[config.mk]
export PLATFORM = sky130hd
export DESIGN_NAME = encrypt_sched_flat
export DESIGN_NICKNAME = d
export VERILOG_FILES = /design/src/rtl/encrypt_sched_if.sv /design/src/rtl/encrypt_sched.sv /design/src/flat_wrapper.sv
export SDC_FILE = /design/constraint.sdc
export NUM_CORES = 1
export LEC_CHECK = 0
export BUFFER_PORTS_ARGS = -buffer_cell sky130_fd_sc_hd__buf_2
export CAP_MARGIN = 10
export CORE_AREA = 4 4 153 155
export CTS_BUF_LIST = sky130_fd_sc_hd__clkbuf_16
export DETAILED_ROUTE_END_ITERATION = 7
export DIE_AREA = 0 0 157 159
export GPL_TIMING_DRIVEN = 0
export MAX_ROUTING_LAYER = met4
export PLACE_DENSITY_LB_ADDON = 0.2
export SYNTH_ARGS = -nofsm -noshare
export SYNTH_HDL_FRONTEND = slang
export SYNTH_SLANG_ARGS = --single-unit
export TNS_END_PERCENT = 50
[constraint.sdc]
create_clock -name clk -period 2.7 [get_ports clk]
set_input_delay 0.27 -clock clk [delete_from_list [all_inputs] [get_ports clk]]
set_output_delay 0.27 -clock clk [all_outputs]
set_load 0.03 [all_outputs]
[src/rtl/encrypt_sched_if.sv]
// Requester/response bundle for encrypt_sched: per-requester valid/ready with packed
// key/plaintext slices, plus the tagged ciphertext response channel.
interface encrypt_sched_if #(
  parameter int N_REQ = 4,
  parameter int TW    = $clog2(N_REQ),
  parameter int KW    = 32,
  parameter int BW    = 32
);
  logic [N_REQ-1:0]    req_valid;
  logic [N_REQ-1:0]    req_ready;
  logic [N_REQ*KW-1:0] req_k;
  logic [N_REQ*BW-1:0] req_m;
  logic                rsp_valid;
  logic [TW-1:0]       rsp_tag;
  logic [BW-1:0]       rsp_c;

  modport master (
    output req_valid, req_k, req_m,
    input  req_ready, rsp_valid, rsp_tag, rsp_c
  );

  modport slave (
    input  req_valid, req_k, req_m,
    output req_ready, rsp_valid, rsp_tag, rsp_c
  );
endinterface

[src/rtl/encrypt_sched.sv]
// Round-robin scheduler feeding one pipelined encrypt core; tags ride alongside the core.
// Optional per-requester accept counters when ENCRYPT_SCHED_CNT_EN is defined.
`ifndef N_K
`define N_K 32
`endif
`ifndef N_B
`define N_B 32
`endif
`ifndef N_R
`define N_R 4
`endif

module encrypt_sched #(
  parameter int N_REQ = 4,
  parameter int TW    = $clog2(N_REQ),
  parameter int LAT   = `N_R,
  parameter int KW    = `N_K,
  parameter int BW    = `N_B
) (
  input  logic            clk,
  input  logic            rst,
  encrypt_sched_if.slave  bus,
  output logic [KW-1:0]   core_k,
  output logic [BW-1:0]   core_m,
  input  logic [BW-1:0]   core_c
`ifdef ENCRYPT_SCHED_CNT_EN
  ,
  output logic [N_REQ*16-1:0] cnt
`endif
);

  logic [TW-1:0]   ptr_q, ptr_d;
  logic            grant_any;
  logic [TW-1:0]   grant_idx;
  logic [N_REQ-1:0] grant_vec;
  logic [TW:0]     wrap_sum;
  logic [TW-1:0]   cand;

  logic [KW-1:0]   core_k_q, core_k_d;
  logic [BW-1:0]   core_m_q, core_m_d;

  // One extra stage beyond LAT covers the issue register, so the tag lines up with core_c.
  logic [LAT+1:0]  sh_v_q, sh_v_d;
  logic [TW-1:0]   sh_tag_q [LAT+2];
  logic [TW-1:0]   sh_tag_d [LAT+2];

  always_comb begin
    grant_any = 1'b0;
    grant_idx = '0;
    grant_vec = '0;
    wrap_sum  = '0;
    cand      = '0;
    for (int o = 0; o < N_REQ; o++) begin
      wrap_sum = {1'b0, ptr_q} + (TW+1)'(o);
      if (wrap_sum >= (TW+1)'(N_REQ)) begin
        wrap_sum = wrap_sum - (TW+1)'(N_REQ);
      end
      cand = wrap_sum[TW-1:0];
      if (!grant_any && bus.req_valid[cand]) begin
        grant_any = 1'b1;
        grant_idx = cand;
      end
    end
    if (rst) begin
      grant_any = 1'b0;
    end
    if (grant_any) begin
      grant_vec[grant_idx] = 1'b1;
    end
  end

  always_comb begin
    ptr_d    = ptr_q;
    core_k_d = core_k_q;
    core_m_d = core_m_q;
    if (grant_any) begin
      ptr_d    = (grant_idx == TW'(N_REQ - 1)) ? '0 : grant_idx + TW'(1);
      core_k_d = bus.req_k[grant_idx*KW +: KW];
      core_m_d = bus.req_m[grant_idx*BW +: BW];
    end
  end

  always_comb begin
    sh_v_d      = '0;
    sh_v_d[0]   = grant_any;
    sh_tag_d[0] = grant_idx;
    for (int j = 1; j <= LAT + 1; j++) begin
      sh_v_d[j]   = sh_v_q[j-1];
      sh_tag_d[j] = sh_tag_q[j-1];
    end
  end

  always_ff @(posedge clk) begin
    if (rst) begin
      ptr_q    <= '0;
      core_k_q <= '0;
      core_m_q <= '0;
      sh_v_q   <= '0;
      for (int j = 0; j <= LAT + 1; j++) begin
        sh_tag_q[j] <= '0;
      end
    end else begin
      ptr_q    <= ptr_d;
      core_k_q <= core_k_d;
      core_m_q <= core_m_d;
      sh_v_q   <= sh_v_d;
      for (int j = 0; j <= LAT + 1; j++) begin
        sh_tag_q[j] <= sh_tag_d[j];
      end
    end
  end

  assign bus.req_ready = grant_vec;
  assign core_k        = core_k_q;
  assign core_m        = core_m_q;
  assign bus.rsp_valid = sh_v_q[LAT+1];
  assign bus.rsp_tag   = sh_tag_q[LAT+1];
  assign bus.rsp_c     = core_c;

`ifdef ENCRYPT_SCHED_CNT_EN
  logic [N_REQ-1:0][15:0] cnt_q, cnt_d;

  // Counters saturate rather than wrap so a long-running requester never reads as idle.
  always_comb begin
    cnt_d = cnt_q;
    for (int i = 0; i < N_REQ; i++) begin
      if (grant_vec[i] && (cnt_q[i] != 16'hFFFF)) begin
        cnt_d[i] = cnt_q[i] + 16'd1;
      end
    end
  end

  always_ff @(posedge clk) begin
    if (rst) begin
      cnt_q <= '0;
    end else begin
      cnt_q <= cnt_d;
    end
  end

  assign cnt = cnt_q;
`endif

endmodule

[src/flat_wrapper.sv]
// flat-port wrapper written by rule: the top's interface ports become plain ports
module encrypt_sched_flat 
#(
  parameter int N_REQ = 4,
  parameter int TW    = $clog2(N_REQ),
  parameter int LAT   = `N_R,
  parameter int KW    = `N_K,
  parameter int BW    = `N_B
)
  (clk, rst, core_k, core_m, core_c, bus_req_valid, bus_req_k, bus_req_m, bus_req_ready, bus_rsp_valid, bus_rsp_tag, bus_rsp_c);
  encrypt_sched_if #(.N_REQ(N_REQ), .TW(TW), .KW(KW), .BW(BW)) bus_i ();
  input  logic clk;
  input  logic rst;
  output logic [KW-1:0] core_k;
  output logic [BW-1:0] core_m;
  input  logic [BW-1:0] core_c;
  input wire logic [$bits(bus_i.req_valid)-1:0] bus_req_valid;
  input wire logic [$bits(bus_i.req_k)-1:0] bus_req_k;
  input wire logic [$bits(bus_i.req_m)-1:0] bus_req_m;
  output wire logic [$bits(bus_i.req_ready)-1:0] bus_req_ready;
  output wire logic [$bits(bus_i.rsp_valid)-1:0] bus_rsp_valid;
  output wire logic [$bits(bus_i.rsp_tag)-1:0] bus_rsp_tag;
  output wire logic [$bits(bus_i.rsp_c)-1:0] bus_rsp_c;
  assign bus_i.req_valid = bus_req_valid;
  assign bus_i.req_k = bus_req_k;
  assign bus_i.req_m = bus_req_m;
  assign bus_req_ready = bus_i.req_ready;
  assign bus_rsp_valid = bus_i.rsp_valid;
  assign bus_rsp_tag = bus_i.rsp_tag;
  assign bus_rsp_c = bus_i.rsp_c;
  encrypt_sched #(.N_REQ(N_REQ), .TW(TW), .LAT(LAT), .KW(KW), .BW(BW)) u_core (.clk(clk), .rst(rst), .bus(bus_i), .core_k(core_k), .core_m(core_m), .core_c(core_c));
endmodule
==> flow_summary.ini <==
[job]
cap_viol_max_count = 0

[clocking]
cts.path.max_buffers = 2
post-cts-setup-buffers = 0
insertion_delay_ns = 0.34
ctsHoldBuffers = 0
cts_tree = done
numCtsBuffers = 9
path_clk_slew_ns = 0.07
h-tree-depth = 3
cts_sinks = 84
root_buffer = clkbuf_16
ctsResizeCount = 0

[routing]
drcViolationCount = 0
vias = 4824
drtAntennaViolNets = 0
routed_wl_mm = 18.2
drt_iter0_drc = 127
drtPass1Iterations = 4
vias_per_cell = 4.31
wire_per_inst_microns = 16.3

[worst_setup_path]
worst-endpoint-arrival_ns = 1.92
cp_slowest_stage_delay_ns = 0.36
endpoint_kind = output port
r2r_start = u_core.ptr_q[0]
crit_path_start_kind = register
r2r_cells = 7
crit_buf_inv = 1
crit_slowest_cell = dfxtp_1
crit_type = reg2out
reg2reg_slack_ns = 0.85
timing.rr.end = u_core.core_k[6]
cp_cell_sequence = and2b_1, a21oi_2, o21ai_0, a21oi_1, and3_1, buf_2
required_ns = 2.43
path_max_fanout = 6
crit_family = compound AO/OA/AOI/OAI gates

[hold_path]
min_path_cells = 2
holdPathEnd = u_core.sh_tag_q[0][4]
hp-class = in2reg
min_from = rst

[place]
hpwlAfterDp_mm = 14.9
portBuffers = 364
routabilityCongestion = 0.751

[sta]
drv_slew = 0
setup-tns-final_ns = 0
fmax_mhz = 456
finalHoldViolCount = 0
setup_violations = 0
min_period_ns = 2.19
slew_headroom_pct = 67.7
timing.final.crit_share_pct = 81.2
worst-slew-pin-transition_ns = 0.485
hold_ws_ns = 0.220
rsz0062_at_grt = false
fin_skew_ns = 0.00698

[synthesis]
synth_fp_nets = 752
netlist_area_sq_mm = 0.00479
yosysWarnings = 0
synthTopCellsByArea = dfxtp_1, mux2i_1, o221ai_1
synth_edf_count = 0
syn-mean-instance-area_sq_um = 10.5
synth_top_cell_by_area = dfxtp_1
synth_most_common_cell = mux2i_1
yosysUniqueCellTypes = 31
synth.top_cell.area_share_pct = 35.1
async_flop_share_pct = 0
ys.flop_type = dfxtp_1
yosys-top-cells-count = mux2i_1, dfxtp_1, nand2_1
synthCells = 458
ys_ff_latch = 84
seq_area_frac_synth_pct = 35.1

[layout]
drive_gt1_share_pct = 54.4
num_antenna_cells = 0
nNetsFinal = 1127
area_delta_synth_final_pct = 51.6
fin_util_pct = 33.3
regArea_sq_mm = 0.00168
multi_input_area_sq_mm = 0.00244
fill_cells = 2337

[floorplan]
start_util_pct = 21.9
die_w_microns = 157
ios = 397
rows = 54
die_h_microns = 159
core_sq_mm = 0.0218
dieArea_sq_mm = 0.0250

[grt]
grt_max_degree = 16
antenna_found_initial = 0
first_global_vias = 4957
grtUsageTotal_pct = 14.0
grt_pass1_wl_mm = 26.7
grt_overflow = 0

[power_and_ir_drop]
max-vdd-ir-drop_mv = 0.289
power_mw = 4.34
p_leak_nw = 3.89
powerDensity_mw_per_mm2 = 598

[status]
status = complete, no violations
==> cells by family (layout without fill, tap and decap cells) <==
kind of cell	Yosys count	in the layout	synth area share, %
multiplexers	128	128	26.8
AND/OR/NAND/NOR	102	102	9.88
flip-flops	84	84	35.1
AO/OA/AOI/OAI	73	73	14.3
buffers and inverters	71	451	13.9
==> where the power goes <==
group	total [mW]	leakage (nW)	switching (mW)	internal, mW
sequential	1.47	0.696	0.0742	1.39
combinational	1.60	3.05	0.893	0.702
clock	1.28	0.144	0.553	0.723
==> routing by layer <==
| metal | share of wire (%) | up-vias | global-route usage [%] |
|---|---|---|---|
| li1 | - | 2419 | - |
| met5 | 0 | - | - |
| met2 | 52 | 237 | 25.7 |
| met1 | 37 | 2154 | 15.2 |
| met4 | 1.1 | 0 | 3.27 |
| met3 | 9.7 | 14 | 3.23 |
==> worst register-to-register path, delay by kind of cell (launching register included) <==
family / cells / cell delay [ns]
simple gates: 1 / 0.22
flops: 1 / 0.33
compound gates: 3 / 0.42
mux: 1 / 0.30
buf+inv: 2 / 0.46
==> worst max-delay path by stage <==
stage | startpoint | to | cells after the start | slack (ns)
floorplan | bus_req_valid[0] | bus_req_ready[2] | 4 | 0.76
global placement | bus_req_valid[3] | u_core.core_k[2] | 7 | 0.74
detailed placement | bus_req_valid[3] | u_core.core_k[22] | 7 | 0.70
CTS | u_core.ptr_q[0] | bus_req_ready[3] | 6 | 0.46
global route | u_core.ptr_q[0] | bus_req_ready[3] | 6 | 0.34
finish | u_core.ptr_q[0] | bus_req_ready[3] | 6 | 0.51
==> state kept, by name, indices dropped and copies added, names as in the netlist <==
name             cells
u_core.ptr_q         2
u_core.core_k       32
u_core.sh_tag_q     12
u_core.sh_v_q        6
u_core.core_m       32
==> area by class of cell <==
class | count | area share, %
Clock buffer | 9 | 3.10
Buffer | 67 | 9.00
Tap cell | 280 | 4.83
Clock inverter | 7 | 1.00
Inverter | 4 | 0.207
Sequential cell | 84 | 23.2
Timing Repair Buffer | 364 | 25.1
Multi-Input combinational cell | 303 | 33.6
==> cells in the final DEF, fill, tap and decap left out, types with 2 or more instances in the layout <==
master,synthesis,final
a21oi_1,3,3
and3_1,2,2
buf_12,13,13
buf_2,5,369
buf_4,33,33
buf_6,8,8
clkbuf_1,8,8
clkbuf_16,0,9
dfxtp_1,84,84
inv_1,3,3
inv_6,0,3
mux2i_1,128,128
nand2_1,64,64
nor2_1,5,5
nor2b_1,19,19
nor3_1,2,2
o21ai_0,2,2
o221ai_1,54,54
o221ai_2,11,11
==> per-stage QoR <==
step / worst slack [ns] / cells / cell area (sq um)
4_1_cts: 0.458 / 1118 / 7260
5_1_grt: 0.341 / 1118 / 7260
6_report: 0.509 / 1118 / 7260
3_3_place_gp: 0.742 / 1102 / 6960
3_5_place_dp: 0.701 / 1102 / 6960
2_1_floorplan: 0.762 / 458 / 4790
No activity file was read; power rests on OpenSTA's default activity.
